--- config.mk ---
export PLATFORM = sky130hd
export DESIGN_NAME = uart_rx_controller_flat
export DESIGN_NICKNAME = d
export VERILOG_FILES = /design/src/rtl/uart_rx_controller_if.sv /design/src/rtl/uart_rx_controller.sv /design/src/flat_wrapper.sv
export SDC_FILE = /design/constraint.sdc
export NUM_CORES = 1
export LEC_CHECK = 0
export ABC_AREA = 1
export CORE_UTILIZATION = 46
export DETAILED_ROUTE_END_ITERATION = 8
export PLACE_DENSITY = 0.9
export RECOVER_POWER = 50
export SYNTH_ARGS = -nofsm -noshare
export SYNTH_HDL_FRONTEND = slang
export SYNTH_SLANG_ARGS = --single-unit
--- constraint.sdc ---
create_clock -name CLK -period 1.8 [get_ports CLK]
set_input_delay 0.27 -clock CLK [delete_from_list [all_inputs] [get_ports CLK]]
set_output_delay 0.27 -clock CLK [all_outputs]
set_load 0.03 [all_outputs]
--- src/rtl/uart_rx_controller_if.sv ---
// Signal bundle between the UART receive controller and its sampler/checker sub-blocks.
// The controller takes the slave modport; the surrounding datapath or bench takes master.
interface uart_rx_controller_if;
  logic       RX_IN;
  logic       PAR_EN;
  logic [5:0] Prescale;
  logic       start_glitch;
  logic       parity_error;
  logic       stop_error;
  logic [5:0] edge_cnt;
  logic [3:0] bit_cnt;
  logic       data_sampler_enable;
  logic       start_checker_enable;
  logic       deserializer_enable;
  logic       parity_checker_enable;
  logic       stop_checker_enable;
  logic       data_valid;
  logic       frame_err;
  logic       par_err;
  logic [7:0] err_count;

  modport master (
    output RX_IN, PAR_EN, Prescale, start_glitch, parity_error, stop_error,
    input  edge_cnt, bit_cnt, data_sampler_enable, start_checker_enable,
           deserializer_enable, parity_checker_enable, stop_checker_enable,
           data_valid, frame_err, par_err, err_count
  );

  modport slave (
    input  RX_IN, PAR_EN, Prescale, start_glitch, parity_error, stop_error,
    output edge_cnt, bit_cnt, data_sampler_enable, start_checker_enable,
           deserializer_enable, parity_checker_enable, stop_checker_enable,
           data_valid, frame_err, par_err, err_count
  );
endinterface

--- src/rtl/uart_rx_controller.sv ---
// UART receive frame controller: bit/edge timing, sub-block enables and end-of-frame status.
// Optional saturating error counter is built only when UART_RX_ERR_CNT_EN is defined.
module uart_rx_controller #(
  parameter int unsigned DATA_WIDTH = 8
) (
  input logic                 CLK,
  input logic                 RST,
  uart_rx_controller_if.slave bus
);

  typedef enum logic [2:0] {IDLE, START, DATA, PARITY, STOP} state_e;

  state_e     state_q, state_d;
  logic [5:0] edge_q, edge_d;
  logic [3:0] bit_q, bit_d;
  logic [5:0] p_q, p_d;
  logic       pe_q, pe_d;
  logic       plat_q, plat_d;
  logic       dv_q, dv_d;
  logic       fe_q, fe_d;
  logic       perr_q, perr_d;
  logic       bit_end;
  logic [5:0] presc_cap;

  logic en_sampler, en_start, en_deser, en_parity, en_stop;

  assign bit_end = (edge_q == (p_q - 6'd1));

  // Unsupported oversampling ratios fall back to 8.
  always_comb begin
    case (bus.Prescale)
      6'd16:   presc_cap = 6'd16;
      6'd32:   presc_cap = 6'd32;
      default: presc_cap = 6'd8;
    endcase
  end

  always_ff @(posedge CLK or negedge RST) begin
    if (!RST) begin
      state_q <= IDLE;
      edge_q  <= '0;
      bit_q   <= '0;
      p_q     <= 6'd8;
      pe_q    <= 1'b0;
      plat_q  <= 1'b0;
      dv_q    <= 1'b0;
      fe_q    <= 1'b0;
      perr_q  <= 1'b0;
    end else begin
      state_q <= state_d;
      edge_q  <= edge_d;
      bit_q   <= bit_d;
      p_q     <= p_d;
      pe_q    <= pe_d;
      plat_q  <= plat_d;
      dv_q    <= dv_d;
      fe_q    <= fe_d;
      perr_q  <= perr_d;
    end
  end

  always_comb begin
    state_d = state_q;
    edge_d  = edge_q;
    bit_d   = bit_q;
    p_d     = p_q;
    pe_d    = pe_q;
    plat_d  = plat_q;
    dv_d    = 1'b0;
    fe_d    = 1'b0;
    perr_d  = 1'b0;
    if (state_q == IDLE) begin
      edge_d = '0;
      bit_d  = '0;
      if (!bus.RX_IN) begin
        state_d = START;
        p_d     = presc_cap;
        pe_d    = bus.PAR_EN;
        plat_d  = 1'b0;
      end
    end else begin
      edge_d = bit_end ? '0 : edge_q + 6'd1;
      if (bit_end) begin
        bit_d = bit_q + 4'd1;
        case (state_q)
          START: begin
            if (bus.start_glitch) begin
              state_d = IDLE;
              bit_d   = '0;
            end else begin
              state_d = DATA;
            end
          end
          DATA: begin
            if (bit_q == 4'(DATA_WIDTH)) state_d = pe_q ? PARITY : STOP;
          end
          PARITY: begin
            state_d = STOP;
            plat_d  = bus.parity_error;
          end
          STOP: begin
            state_d = IDLE;
            bit_d   = '0;
            fe_d    = bus.stop_error;
            perr_d  = plat_q;
            dv_d    = !bus.stop_error && !plat_q;
          end
          default: state_d = IDLE;
        endcase
      end
    end
  end

  always_comb begin
    en_sampler = 1'b0;
    en_start   = 1'b0;
    en_deser   = 1'b0;
    en_parity  = 1'b0;
    en_stop    = 1'b0;
    case (state_q)
      START:  begin en_sampler = 1'b1; en_start = 1'b1; end
      DATA:   begin en_sampler = 1'b1; en_deser = 1'b1; en_parity = 1'b1; end
      PARITY: begin en_sampler = 1'b1; en_parity = 1'b1; end
      STOP:   begin en_sampler = 1'b1; en_stop = 1'b1; end
      default: ;
    endcase
  end

  assign bus.edge_cnt              = edge_q;
  assign bus.bit_cnt               = bit_q;
  assign bus.data_sampler_enable   = en_sampler;
  assign bus.start_checker_enable  = en_start;
  assign bus.deserializer_enable   = en_deser;
  assign bus.parity_checker_enable = en_parity;
  assign bus.stop_checker_enable   = en_stop;
  assign bus.data_valid            = dv_q;
  assign bus.frame_err             = fe_q;
  assign bus.par_err               = perr_q;

`ifdef UART_RX_ERR_CNT_EN
  logic [7:0] errc_q;
  logic       abort;

  // Error pulses and start aborts are never in the same cycle, so +1 suffices.
  assign abort = (state_q == START) && bit_end && bus.start_glitch;

  always_ff @(posedge CLK or negedge RST) begin
    if (!RST) begin
      errc_q <= '0;
    end else if ((fe_q || perr_q || abort) && (errc_q != '1)) begin
      errc_q <= errc_q + 8'd1;
    end
  end

  assign bus.err_count = errc_q;
`else
  assign bus.err_count = '0;
`endif

endmodule

--- src/flat_wrapper.sv ---
// flat-port wrapper written by rule: the top's interface ports become plain ports
module uart_rx_controller_flat 
#(
  parameter int unsigned DATA_WIDTH = 8
)
  (CLK, RST, bus_RX_IN, bus_PAR_EN, bus_Prescale, bus_start_glitch, bus_parity_error, bus_stop_error, bus_edge_cnt, bus_bit_cnt, bus_data_sampler_enable, bus_start_checker_enable, bus_deserializer_enable, bus_parity_checker_enable, bus_stop_checker_enable, bus_data_valid, bus_frame_err, bus_par_err, bus_err_count);
  uart_rx_controller_if bus_i ();
  input logic CLK;
  input logic RST;
  input wire logic [$bits(bus_i.RX_IN)-1:0] bus_RX_IN;
  input wire logic [$bits(bus_i.PAR_EN)-1:0] bus_PAR_EN;
  input wire logic [$bits(bus_i.Prescale)-1:0] bus_Prescale;
  input wire logic [$bits(bus_i.start_glitch)-1:0] bus_start_glitch;
  input wire logic [$bits(bus_i.parity_error)-1:0] bus_parity_error;
  input wire logic [$bits(bus_i.stop_error)-1:0] bus_stop_error;
  output wire logic [$bits(bus_i.edge_cnt)-1:0] bus_edge_cnt;
  output wire logic [$bits(bus_i.bit_cnt)-1:0] bus_bit_cnt;
  output wire logic [$bits(bus_i.data_sampler_enable)-1:0] bus_data_sampler_enable;
  output wire logic [$bits(bus_i.start_checker_enable)-1:0] bus_start_checker_enable;
  output wire logic [$bits(bus_i.deserializer_enable)-1:0] bus_deserializer_enable;
  output wire logic [$bits(bus_i.parity_checker_enable)-1:0] bus_parity_checker_enable;
  output wire logic [$bits(bus_i.stop_checker_enable)-1:0] bus_stop_checker_enable;
  output wire logic [$bits(bus_i.data_valid)-1:0] bus_data_valid;
  output wire logic [$bits(bus_i.frame_err)-1:0] bus_frame_err;
  output wire logic [$bits(bus_i.par_err)-1:0] bus_par_err;
  output wire logic [$bits(bus_i.err_count)-1:0] bus_err_count;
  assign bus_i.RX_IN = bus_RX_IN;
  assign bus_i.PAR_EN = bus_PAR_EN;
  assign bus_i.Prescale = bus_Prescale;
  assign bus_i.start_glitch = bus_start_glitch;
  assign bus_i.parity_error = bus_parity_error;
  assign bus_i.stop_error = bus_stop_error;
  assign bus_edge_cnt = bus_i.edge_cnt;
  assign bus_bit_cnt = bus_i.bit_cnt;
  assign bus_data_sampler_enable = bus_i.data_sampler_enable;
  assign bus_start_checker_enable = bus_i.start_checker_enable;
  assign bus_deserializer_enable = bus_i.deserializer_enable;
  assign bus_parity_checker_enable = bus_i.parity_checker_enable;
  assign bus_stop_checker_enable = bus_i.stop_checker_enable;
  assign bus_data_valid = bus_i.data_valid;
  assign bus_frame_err = bus_i.frame_err;
  assign bus_par_err = bus_i.par_err;
  assign bus_err_count = bus_i.err_count;
  uart_rx_controller #(.DATA_WIDTH(DATA_WIDTH)) u_core (.CLK(CLK), .RST(RST), .bus(bus_i));
endmodule
==> results of run 1 <==
## sequential cells by signal (all words and copies together), names as in the netlist
name	cells
u_core.pe_q	1
u_core.bus.bit_cnt	4
u_core.p_q	3
u_core.bus.frame_err	1
u_core.state_q	3
u_core.bus.edge_cnt	6
u_core.bus.par_err	1
u_core.bus.data_valid	1
u_core.plat_q	1
## path summary, 6_finish.rpt
path	startpoint	to	slack, ns	cells after the start
min in group asynchronous	RST	u_core.bus.data_valid$_DFF_PN0_	0.66	2
worst min register to register	u_core.bus.edge_cnt[0]$_DFF_PN0_	u_core.bus.edge_cnt[0]$_DFF_PN0_	0.50	1
worst min-delay path	bus_stop_error	u_core.bus.frame_err$_DFF_PN0_	0.49	3
worst max register to register	u_core.p_q[3]$_DFFE_PN1P_	u_core.state_q[2]$_DFFE_PN0P_	0.10	9
worst max-delay path	u_core.bus.bit_cnt[0]$_DFFE_PN0P_	bus_bit_cnt[0]	0.07	1
max in group asynchronous	RST	u_core.state_q[0]$_DFFE_PN0P_	0.42	2
## cells by family (layout without fill, tap and decap cells)
| group | Yosys count | after routing | share of synthesized area (%) |
|---|---|---|---|
| buffers and inverters | 34 | 66 | 13.8 |
| and+or+nand+nor | 80 | 80 | 30.1 |
| other | 1 | 8 | 0.298 |
| DFF | 21 | 21 | 41.9 |
| AOI/OAI and AO/OA | 12 | 12 | 6.37 |
| adders and majority gates | 4 | 4 | 3.98 |
| xor gates and xnor gates | 5 | 5 | 3.48 |
## power by group through the flow
stage / clock network, mW / registers (mW) / logic [mW]
final: 0.240 / 0.720 / 1.43
after CTS: 0.242 / 0.717 / 1.35
after global placement: 0 / 0.714 / 1.32
after floorplan: 0 / 0.769 / 0.946
after detailed placement: 0 / 0.727 / 1.37
after global routing: 0.264 / 0.734 / 1.57
## tightest hold or removal path, delay by kind of cell
kind,cells,cell delay [ns]
buffers and inverters,2,0.47
and+or+nand+nor,1,0.05
## placed cells by master, fill, tap and decap left out, types with 3 or more instances in the layout
master           count
buf_4                6
clkbuf_1             4
clkbuf_4             3
clkdlybuf4s50_1     22
conb_1               8
dfrtp_1             19
ha_1                 3
inv_1               22
inv_2                3
nand2_1             36
nand3_1             14
nor2_1              15
nor2_2               5
nor3_1               4
o21ai_0              6
xor2_1               3
## layer usage
metal | GRT usage, % | wire (um) | up-vias
met4 | 9.40 | 17 | 0
met3 | 4.72 | 150 | 2
met5 | 0 | 0 | -
met2 | 33.7 | 1430 | 39
li1 | - | - | 548
met1 | 25.4 | 1130 | 493
## final cells by class
type / instances / area (um^2) / area share (%)
timing repair buffer: 37 / 314 / 19.5
clock buffer: 3 / 22.5 / 1.40
sequential: 21 / 528 / 32.7
tap: 30 / 37.5 / 2.33
multi-input combinational: 109 / 612 / 37.9
inverter: 25 / 93.8 / 5.82
clock inverter: 1 / 5.00 / 0.310
## per-stage QoR
step	cell area (um^2)	hold WS (ns)	instances
after floorplan	1280	-0.0256	164
after global placement	1580	0.461	220
after detailed placement	1580	0.478	220
after CTS	1600	0.283	224
after global routing	1610	0.498	226
final	1610	0.495	226
## timing repair
item | in CTS | in global routing
resized for setup | 7 | 11
endpoints found under the setup margin | 4 | 14
endpoints found under the hold margin | 0 | 0
setup buffers | 0 | 2
pin swaps | 0 | 3
## synthesized netlist by cell type, types with 2 or more instances
library cell	number
nor2_4	2
xor2_1	3
nand2_1	36
inv_1	22
nor2_1	15
o22ai_1	2
nor3_1	4
o21ai_0	6
nand3_1	14
dfrtp_1	20
xnor2_1	2
buf_4	8
nand2_4	3
ha_1	4
nor2_2	5
inv_2	3
==> flow_summary.ini, run 1 <==
[synth]
yosysTopAreaCell = dfrtp_1
syn_area_um2 = 1260
synthTopCellsByArea = dfrtp_1 40%, nand2_1 11%, inv_1 6.6%, nand3_1 5.6%, buf_4 4.8%
ys.flop_type = dfrtp_1
syn_area_per_cell_um2 = 8.01
synth_edf_count = 0
synth-seq-cells = 21
syn_inst = 157
yosysTopAreaCellShare_pct = 39.8
seq_area_frac_synth_pct = 41.9
yosysUniqueCellTypes = 24
synth-async-reset-ratio_pct = 100
yosys_warnings = 0

[setup_path]
worstPathRequired_ns = 1.53
end_kind = output port
worstSetupPathType = reg -> out
crit_path_start_kind = register
path_cells = clkdlybuf4s50_1
crit_slowest_cell = clkdlybuf4s50_1
cp_max_fo = 5
cp.arrival_ns = 1.46
crit_family = buffers and inverters
critPathMaxStageDelay_ns = 0.70
cp.buffers_inverters = 1

[floorplanning]
dieWidth_um = 54.3
die_height_um = 54.3
core-area_um2 = 2520
io_pins = 39
initial_utilization_pct = 49.9
die_area_um2 = 2950
row_count = 18

[clock_network]
insertion_delay_ns = 0.32
htree_levels = 1
cts_buffers = 3
clockBufferDepth = 2
clockRootBuffer = clkbuf_4
cts_tree = done
cts.clk_slew.worst_paths_ns = 0.13
cts_sinks = 21
cts_hold_buf = 0

[timing]
fin_tns_setup_ns = 0
finalHoldViolations = 0
fin_crit_ns = 1.73
slew_viol_final = 0
finalWorstSetupSlack_ns = 0.0700
setup_viol = 0
post-route-period-util_pct = 96.1
max_freq_mhz = 578
skew_ns = 0.0137
worstMarginPinSlew_ns = 1.10
relSlewSlack_pct = 26.7

[pwr]
seqPwrFrac_pct = 30.1
internal_power_mw = 1.20
p_sw_share_pct = 49.8
power_per_cell_area_nw_per_um2 = 1480
irDropWorstVdd_v = 0.00112
p_comb_share_pct = 59.8
p_clk_share_pct = 10.1
p_leak_nw = 0.808
finalPower_mw = 2.39
p_sw_mw = 1.19

[routing]
drt-pass1-iter-count = 5
drc = 0
wl_per_cell_um = 12.1
vias_per_cell = 4.79
vias = 1082
finalWirelength_um = 2730
drt-initial-drc-count = 15
ant_nets = 0

[run]
max-cap-violations = 0

[layout]
num-fill-cells = 223
diodes = 0
layout-drive-gt1-share_pct = 16.8
areaGrowthSynthToFinish_pct = 28.3
fin_util_pct = 63.9
nets = 214

[placement]
io_buffers = 30
place_ws_ns = 0.0307
place_hpwl_um = 2060
gp_congestion = 0.842

[global_routing]
grt_pass1_vias = 1005
antenna_found_initial = 0
grt_overflow = 0
grt_pass1_wl_um = 4230
grt_use_total_pct = 20.5
grt_max_degree = 22

[min_path]
holdCritPathClass = in -> reg

[status]
status = finished, final reports clean
No activity file was read; power rests on OpenSTA's default activity.
==> run 2, diff against run 1 <==
--- a/config.mk
+++ b/config.mk
@@ -13,3 +13,4 @@
 export SYNTH_ARGS = -nofsm -noshare
 export SYNTH_HDL_FRONTEND = slang
 export SYNTH_SLANG_ARGS = --single-unit
+export TNS_END_PERCENT = 100
==> results of run 2 <==
Final layout, timing and power as in run 1 (identical DEF).
==> run 3, diff against run 2 <==
--- a/config.mk
+++ b/config.mk
@@ -5,7 +5,6 @@
 export SDC_FILE = /design/constraint.sdc
 export NUM_CORES = 1
 export LEC_CHECK = 0
-export ABC_AREA = 1
 export CORE_UTILIZATION = 46
 export DETAILED_ROUTE_END_ITERATION = 8
 export PLACE_DENSITY = 0.9
==> flow_summary.ini, run 3 <==
[synth]
synth_top_family_by_area = simple AND/OR/NAND/NOR gates
ys.flop_type = dfrtp_1
synth-compound-area-share_pct = 12.2
synth-async-reset-ratio_pct = 100
yosysTopAreaCell = dfrtp_1
netlist_top_cells_count = 20 x dfrtp_1, 14 x nand2_1, 12 x nor2_1, 8 x buf_4, 6 x inv_1
synth.most_common_cell = dfrtp_1
synthTopCellsByArea = dfrtp_1 40%, buf_4 4.8%, nand2_1 4.2%, ha_1 4.0%, nor2_1 3.6%
synthMuxAreaShare_pct = 0
synth_xor_area_share_pct = 6.68
seq_area_frac_synth_pct = 42.0
synth-seq-cells = 21
yosys_warnings = 0
synth_fa_ha_area_share_pct = 3.99
synthSimpleGateAreaFrac_pct = 26.2
yosysUniqueCellTypes = 43
synth_edf_count = 0
syn_area_um2 = 1250
syn_inst = 126
yosysTopAreaCellShare_pct = 39.9
syn_area_per_cell_um2 = 9.96

[timing]
post-route-period-util_pct = 100
finalHoldViolations = 0
slew_viol_final = 0
worstMarginPinSlew_ns = 1.16
max_freq_mhz = 553
setup_viol = 1
whs_ns = 0.486
rsz0062_at_grt = yes
finalWorstSetupSlack_ns = -0.00728
fin_crit_ns = 1.81
skew_ns = 0.00455
relSlewSlack_pct = 23.0

[clock_network]
cts_hold_buf = 0
clockRootBuffer = clkbuf_4
clockBufferDepth = 2
htree_levels = 1
insertion_delay_ns = 0.32
cts_tree = done
cts_buffers = 3
cts.clk_slew.worst_paths_ns = 0.13
cts_sinks = 21

[routing]
wl_per_cell_um = 14.8
drt-initial-drc-count = 14
drc = 0
vias = 1051
drt-pass1-iter-count = 4
ant_nets = 0
finalWirelength_um = 2920
vias_per_cell = 5.34

[run]
max-cap-violations = 0

[global_routing]
grt_pass1_vias = 1000
grt_max_degree = 22
antenna_found_initial = 0
grt_pass1_wl_um = 4530
grt_overflow = 0
grt_use_total_pct = 22.5

[placement]
place_ws_ns = -0.106
place_hpwl_um = 2010
io_buffers = 30
gp_congestion = 0.800

[layout]
largest_reg_flops = 6
nets = 185
final_cell_mix = 20 x clkdlybuf4s50_1, 20 x dfrtp_1, 13 x nand2_1
diodes = 0
layout-drive-gt1-share_pct = 22.8
areaGrowthSynthToFinish_pct = 35.5

[setup_path]
path_cells = inv_2 > ha_4 > xor2_4 > nand4_4 > buf_4 > nor3b_1 > a31o_2
reg2reg_from = u_core.p_q[3]$_DFFE_PN1P_
cp_max_fo = 7
crit_path_start_kind = register
reg2reg_depth = 7
reg2reg_to = u_core.bus.bit_cnt[1]$_DFFE_PN0P_
ff2ff_setup_slack_ns = -0.007
worstSetupPathType = reg -> reg
critPathMaxStageDelay_ns = 0.56
cp.arrival_ns = 2.08
end_kind = register
crit_slowest_cell = dfstp_2
worstPathRequired_ns = 2.07

[status]
violations = setup timing
status = finished, violations left

[floorplanning]
io_pins = 39
die_height_um = 54.2
dieWidth_um = 54.2
die_area_um2 = 2940
initial_utilization_pct = 49.8
row_count = 18
core-area_um2 = 2520

[pwr]
power_per_cell_area_nw_per_um2 = 1550
p_leak_nw = 0.737
irDropWorstVdd_v = 0.00110

[min_path]
hold_depth = 1
holdCritStartpoint = u_core.plat_q$_DFFE_PN0P_
whs_endpoint = u_core.bus.data_valid$_DFF_PN0_
holdCritPathClass = reg -> reg
[run 3: layout make-up]
| class | instances | area, um^2 |
|---|---|---|
| sequential | 21 | 527 |
| clock buffer | 3 | 22.5 |
| tap | 30 | 37.5 |
| multi-input combinational | 95 | 731 |
| timing repair buffer | 41 | 355 |
| inverter | 6 | 22.5 |
| clock inverter | 1 | 5.00 |
| fill | 208 | 822 |
[run 3: kinds of logic (layout without fill, tap and decap cells)]
logic type      Yosys count  count (layout)
fa+ha+maj                 4               4
xor+xnor                  7               7
flops                    21              21
buf+inv                  18              51
other cells               1               8
compound gates           19              19
simple gates             56              57
[run 3: critical path: cells and delay by family, from the launching register on]
kind,cells,cell delay [ns]
buffers and inverters,2,0.24
XOR/XNOR,1,0.18
AO/OA/AOI/OAI,1,0.13
flip-flops,1,0.56
adder cells (fa/ha/maj),1,0.28
AND/OR/NAND/NOR,2,0.37
[run 3: timing repair]
| item | CTS | global route |
|---|---|---|
| setup buffers | 2 | 0 |
| endpoints found under the hold margin | 0 | 0 |
| cloned | 1 | 0 |
| setup endpoints to repair | 10 | 12 |
| pin swaps | 5 | 3 |
| gates resized for setup | 11 | 14 |
[run 3: worst max path at each step]
stage	from	end	slack (ns)	cells after the start
4_1_cts	u_core.p_q[3]$_DFFE_PN1P_	u_core.bus.bit_cnt[3]$_DFFE_PN0P_	0.0003	6
2_1_floorplan	u_core.p_q[3]$_DFFE_PN1P_	u_core.bus.bit_cnt[3]$_DFFE_PN0P_	-0.001	6
6_report	u_core.p_q[3]$_DFFE_PN1P_	u_core.bus.bit_cnt[1]$_DFFE_PN0P_	-0.007	7
3_5_place_dp	u_core.p_q[3]$_DFFE_PN1P_	u_core.bus.bit_cnt[3]$_DFFE_PN0P_	-0.11	6
5_1_grt	u_core.p_q[3]$_DFFE_PN1P_	u_core.bus.bit_cnt[3]$_DFFE_PN0P_	-0.06	6
3_3_place_gp	u_core.p_q[3]$_DFFE_PN1P_	u_core.bus.bit_cnt[3]$_DFFE_PN0P_	-0.06	6
[run 3: per-layer routing]
layer  track usage [%]  up-vias  part of all wire [%]
li1                  -      494                     -
met1              24.5      519                    40
met2              40.4       31                    53
met3              5.56        7                   4.4
met4              10.7        0                   3.0
met5                 0        -                     0
[run 3: metrics by stage]
stage	setup TNS (ns)	instances	instance area [um^2]	utilization [%]	total power, mW
after global routing	-0.273	197	1700	67.4	2.79
after global placement	-0.139	190	1610	63.9	2.18
after detailed placement	-0.419	190	1610	63.9	2.23
after floorplan	-0.00134	133	1300	-	1.75
after CTS	0	197	1700	67.4	2.60
final	-0.00728	197	1700	67.4	2.63
[run 3: where the power goes]
group	internal (mW)	switching, mW
Sequential	0.628	0.183
Clock	0.0834	0.162
Combinational	0.661	0.914
